**src/rtl/audio_pkg.sv**
```systemverilog
// Shared types and constants for the song-ROM playback path.
package audio_pkg;

   typedef enum logic [2:0] {
      ST_IDLE  = 3'd0,
      ST_ADDR  = 3'd1,
      ST_FETCH = 3'd2,
      ST_PLAY  = 3'd3,
      ST_DONE  = 3'd4
   } seq_state_t;

   localparam int NOTE_W = 20;
   localparam int ADDR_W = 5;
   localparam logic [NOTE_W-1:0] END_CODE = 20'hFFFFF;

   localparam logic [2:0] SONG_MIN = 3'd1;
   localparam logic [2:0] SONG_MAX = 3'd3;

   function automatic logic song_valid(input logic [2:0] sel);
      return (sel >= SONG_MIN) && (sel <= SONG_MAX);
   endfunction

endpackage

```
**src/rtl/audio_beat_timer.sv**
```systemverilog
// Beat timer: counts enabled cycles and pulses tick on the last cycle of a beat.
module audio_beat_timer #(
   parameter int TICK_DIV = 12_500_000
) (
   input  logic clk,
   input  logic rst,
   input  logic clr,
   input  logic en,
   output logic tick
);

   localparam int CNT_W = (TICK_DIV > 1) ? $clog2(TICK_DIV) : 1;
   localparam logic [CNT_W-1:0] TERM = CNT_W'(TICK_DIV - 1);

   logic [CNT_W-1:0] count;

   // Gating with en makes pause win over a tick landing in the same cycle.
   assign tick = en && (count == TERM);

   always_ff @(posedge clk or posedge rst) begin
      if (rst) begin
         count <= '0;
      end else if (clr) begin
         count <= '0;
      end else if (tick) begin
         count <= '0;
      end else if (en) begin
         count <= count + CNT_W'(1);
      end
   end

endmodule

```
**src/rtl/audio_sequencer.sv**
```systemverilog
// Song-ROM playback controller: steps one note word per beat into the tone generator.
//
// state    | meaning
// ---------+-----------------------------------------------------------
// ST_IDLE  | stopped, note silenced, waiting for a valid start
// ST_ADDR  | ROM is registering rom_addr/rom_song
// ST_FETCH | rom_data valid: load note, loop, or finish
// ST_PLAY  | holding note for one beat (frozen and silenced while paused)
// ST_DONE  | song finished, done pulse issued on the way to idle
module audio_sequencer
   import audio_pkg::*;
#(
   parameter int TICK_DIV = 12_500_000,
   parameter int ADDR_W   = audio_pkg::ADDR_W,
   parameter int NOTE_W   = audio_pkg::NOTE_W,
   parameter logic [NOTE_W-1:0] END_CODE = audio_pkg::END_CODE,
   parameter int LOOP     = 1
) (
   input  logic              clk,
   input  logic              rst,
   input  logic              start,
   input  logic              stop,
   input  logic              pause,
   input  logic [2:0]        song_sel,
   output logic [ADDR_W-1:0] rom_addr,
   output logic [2:0]        rom_song,
   input  logic [NOTE_W-1:0] rom_data,
   output logic [NOTE_W-1:0] note,
   output logic              playing,
   output logic              done
);

   seq_state_t        state, state_nxt;
   logic [ADDR_W-1:0] addr_nxt;
   logic [2:0]        song_nxt;
   logic [NOTE_W-1:0] note_nxt;
   logic [NOTE_W-1:0] word, word_nxt;
   logic              done_nxt;
   logic              beat_clr;
   logic              beat_en;
   logic              beat_tick;

   assign beat_en = (state == ST_PLAY) && !pause;
   assign playing = (state == ST_ADDR) || (state == ST_FETCH) || (state == ST_PLAY);

   audio_beat_timer #(
      .TICK_DIV(TICK_DIV)
   ) u_beat_timer (
      .clk (clk),
      .rst (rst),
      .clr (beat_clr),
      .en  (beat_en),
      .tick(beat_tick)
   );

   always_ff @(posedge clk or posedge rst) begin
      if (rst) begin
         state    <= ST_IDLE;
         rom_addr <= '0;
         rom_song <= '0;
         note     <= '0;
         word     <= '0;
         done     <= 1'b0;
      end else begin
         state    <= state_nxt;
         rom_addr <= addr_nxt;
         rom_song <= song_nxt;
         note     <= note_nxt;
         word     <= word_nxt;
         done     <= done_nxt;
      end
   end

   always_comb begin
      state_nxt = state;
      addr_nxt  = rom_addr;
      song_nxt  = rom_song;
      note_nxt  = note;
      word_nxt  = word;
      done_nxt  = 1'b0;
      beat_clr  = 1'b0;

      if (stop) begin
         state_nxt = ST_IDLE;
         addr_nxt  = '0;
         note_nxt  = '0;
      end else if (start && song_valid(song_sel)) begin
         // Restart keeps the current note sounding until the new first word arrives.
         state_nxt = ST_ADDR;
         song_nxt  = song_sel;
         addr_nxt  = '0;
         if ((state == ST_IDLE) || (state == ST_DONE)) begin
            note_nxt = '0;
         end
      end else begin
         case (state)
            ST_IDLE: begin
               note_nxt = '0;
            end
            ST_ADDR: begin
               state_nxt = ST_FETCH;
            end
            ST_FETCH: begin
               if (rom_data != END_CODE) begin
                  note_nxt  = rom_data;
                  word_nxt  = rom_data;
                  beat_clr  = 1'b1;
                  state_nxt = ST_PLAY;
               end else if ((rom_addr == '0) || (LOOP == 0)) begin
                  state_nxt = ST_DONE;
               end else begin
                  addr_nxt  = '0;
                  state_nxt = ST_ADDR;
               end
            end
            ST_PLAY: begin
               note_nxt = pause ? '0 : word;
               if (beat_tick) begin
                  addr_nxt  = rom_addr + ADDR_W'(1);
                  state_nxt = ST_ADDR;
               end
            end
            ST_DONE: begin
               note_nxt  = '0;
               done_nxt  = 1'b1;
               state_nxt = ST_IDLE;
            end
            default: begin
               state_nxt = ST_IDLE;
               note_nxt  = '0;
            end
         endcase
      end
   end

endmodule

```
**config.mk**
```make
export PLATFORM = sky130hd
export DESIGN_NAME = audio_sequencer
export DESIGN_NICKNAME = d
export VERILOG_FILES = /design/src/rtl/audio_pkg.sv /design/src/rtl/audio_beat_timer.sv /design/src/rtl/audio_sequencer.sv
export SDC_FILE = /design/constraint.sdc
export NUM_CORES = 1
export LEC_CHECK = 0
export ABC_AREA = 0
export CORE_ASPECT_RATIO = 0.5
export CORE_MARGIN = 2
export CORE_UTILIZATION = 28
export CTS_CLUSTER_DIAMETER = 50
export DETAILED_ROUTE_END_ITERATION = 10
export PLACE_DENSITY = 0.59
export SYNTH_ARGS = -nofsm -noshare
export SYNTH_HDL_FRONTEND = slang
export SYNTH_SLANG_ARGS = --single-unit
```
**constraint.sdc**
```tcl
create_clock -name clk -period 2.35 [get_ports clk]
set_input_delay 0.235 -clock clk [delete_from_list [all_inputs] [get_ports clk]]
set_output_delay 0.235 -clock clk [all_outputs]
set_load 0.02 [all_outputs]
```
==> results.cfg <==
[status]
outcome = finished, final reports clean

[worst_setup_path]
required_ns = 2.61
cp_max_fo = 7
crit_start = state[2]
worstPathArrival_ns = 2.44
crit_path_start_kind = flip-flop
r2r_slack_ns = 0.17
timing.rr.end = u_beat_timer.count[17]
worstSetupPathType = reg -> reg
timing.rr.start = state[2]
rr_worst_depth = 5
crit_path_end = u_beat_timer.count[17]
crit_path_end_kind = flip-flop

[power_and_ir_drop]
powerDensity_nw_per_um2 = 640
pwr-share-comb_pct = 11.0
seqPwrFrac_pct = 45.3
p_int_uw = 2610
swShare_pct = 23.5
cellLeakagePower_uw = 0.00212
clkPwrFrac_pct = 43.7
finalPower_uw = 3410
power.switching_uw = 799
vdd_drop_max_mv = 0.387

[global_route]
antenna_found_initial = 0
gr-usage-all-layers_pct = 13.9
grt_pass1_vias = 3176
grt_max_degree = 38
grt_first_pass_wirelength_um = 16500
grt.overflow.total = 0

[timing]
tightest_slew_ns = 0.533
fin_crit_sh_pct = 92.8
finalHoldViolations = 0
skew_ns = 0.00584
rsz0062_at_grt = false
max_freq_mhz = 458
min_period_ns = 2.18
max_slew_margin_pct = 64.4
slew_violations = 0
setup_violations = 0

[routing]
num_vias = 3320
dr.pass1.iters = 4
avgViaCountPerCell = 4.98
drt-initial-drc-count = 218
wl_um = 9790
drc = 0
drtAntennaViolNets = 0
wl_per_cell_um = 14.7

[yosys]
synth_top_family_by_area = simple AND/OR/NAND/NOR gates
synthXorXnorAreaFrac_pct = 1.55
mappedNetlistArea_um2 = 3960
synth.area.mux_share_pct = 12.2
synth_fa_ha_area_share_pct = 0.949
ys_types = 46
synthDominantCellAreaShare_pct = 48.1
yosysMostFrequentCell = dfrtp_1
synth_ff_type = dfrtp_1
ys_seq_area_share_pct = 48.1
ys_seq_elements = 76
ys_async_sr_fraction_pct = 100
synth_edf_count = 0
synth_compound_area_share_pct = 12.7
synth_commonest_cells = dfrtp_1 (76), mux2_2 (42), nor2_1 (39), a22oi_1 (21), nand2_1 (21)
yosysTopAreaCell = dfrtp_1
ys_top_cells_by_area = dfrtp_1 (48%), mux2_2 (12%), a22oi_1 (4.0%)
synthCells = 382
yosysWarnings = 0
synth-simple-area-share_pct = 20.7
syn_area_per_cell_um2 = 10.4
syn_nets = 413

[clock_tree]
cts_buffer_depth = 2
cts_tree = yes
clk_pin_slew_ns = 0.06
root_buffer = clkbuf_16
insertion_delay_ns = 0.34
cts_num_sinks = 76
h-tree-depth = 3
ctsHoldBuffers = 0
cts_buffers = 9

[floorplanning]
die_x_um = 172
initial_core_util_pct = 28.9
dieArea_um2 = 15100
io_pins = 58
core_region_area_um2 = 13700
die_height_um = 88.0
num_rows = 30

[layout]
syn_to_final_growth_pct = 34.7
fin_cells = 666
n_fill_cell = 1365
fin_nets = 500
final_layout_size_suffix_gt1_share_pct = 21.9
antenna_cells = 0

[flow_run]
max_cap_violations = 0

[place]
numPortBuffers = 57
hpwl_um = 7000
routabilityCongestion = 0.819
place_inst = 650

[min_path]
hold_path.class = in -> async
==> metal layers <==
layer  vias up  global-route usage, %  wire (µm)
met1      1639                   19.5       4840
met2        68                   21.7       4430
met3         8                   3.71        429
met5         -                      0          0
li1       1605                      -          -
met4         0                   3.21         87
==> cell usage in the layout (no fill, tap or decap), types with 4 or more instances in the layout <==
cell type / netlist / routed
a21oi_1: 20 / 20
a22oi_1: 21 / 21
and3_1: 5 / 5
buf_12: 0 / 5
buf_4: 4 / 34
clkbuf_16: 0 / 9
clkdlybuf4s50_1: 0 / 57
dfrtp_1: 76 / 76
inv_1: 9 / 8
mux2_2: 42 / 42
nand2_1: 21 / 21
nand2b_1: 6 / 6
nand3_1: 19 / 19
nand4_1: 14 / 14
nor2_1: 39 / 39
nor3_1: 8 / 8
o21ai_0: 6 / 6
o22ai_1: 4 / 4
o31ai_1: 13 / 13
or4_1: 13 / 13
or4b_1: 4 / 4
xor2_1: 4 / 4
==> repair_timing <==
item                       4_1_cts  5_1_grt
setup buffers                    0        0
setup endpoints to repair        0        4
resized for setup                0        1
==> power by group through the flow <==
stage | sequential, µW | combinational, µW | clock (µW)
2_1_floorplan | 1550 | 219 | 0
3_3_place_gp | 1560 | 368 | 0
3_5_place_dp | 1570 | 382 | 0
4_1_cts | 1540 | 382 | 1520
5_1_grt | 1570 | 413 | 1570
6_report | 1540 | 374 | 1490
==> cells by family (layout without fill, tap and decap cells) <==
kind of cell | count (synthesis) | in the layout
AND/OR/NAND/NOR | 151 | 151
buffers and inverters | 29 | 121
adder cells (fa/ha/maj) | 3 | 3
flip-flops | 76 | 76
AO/OA/AOI/OAI | 73 | 73
XOR/XNOR | 7 | 7
multiplexers | 43 | 43
==> final cells by class <==
cell class              count  area [µm²]  share of cell area [%]
clock inverters             6        87.6                    1.64
multi-input cells         277        1910                    35.8
clock buffers              10         229                    4.30
well taps                 192         240                    4.51
flip-flops and latches     76        1900                    35.7
inverters                   9        33.8                   0.634
repair buffers             96         926                    17.4
==> state kept, by name, indices dropped and copies added (netlist names) <==
name / count
u_beat_timer.count: 24
note: 20
word: 20
rom_addr: 5
rom_song: 3
state: 3
done: 1
==> worst max-delay path, stage by stage (launching register included) <==
cell       delay, ns
dfrtp_1         0.44
nand2b_1        0.22
a2111oi_4       0.46
o211ai_1        0.26
or4b_1          0.56
a21oi_1         0.15
==> worst min-delay path by stage <==
| stage | start | to | slack, ns | cells past startpoint |
|---|---|---|---|---|
| after floorplan | stop | state[2] | 0.31 | 1 |
| after global placement | rom_song[2] | rom_song[2] | 0.48 | 1 |
| after detailed placement | note[17] | note[17] | 0.49 | 1 |
| after CTS | rst | note[19] | 0.28 | 2 |
| after global routing | rst | u_beat_timer.count[12] | 0.32 | 2 |
| final | rst | u_beat_timer.count[12] | 0.26 | 2 |
==> per-stage QoR <==
stage	hold slack, ns	util, %	TNS [ns]	setup slack (ns)	instance area (µm²)
after floorplan	0.308	-	0	0.177	3960
after global placement	0.484	36.6	-2.31	-0.0907	5000
after detailed placement	0.494	36.6	-3.22	-0.119	5000
after CTS	0.279	38.9	0	0.180	5320
after global routing	0.321	39.0	0	0.0493	5330
final	0.256	39.0	0	0.168	5330
Note: power is estimated with default switching activity, not from simulation.
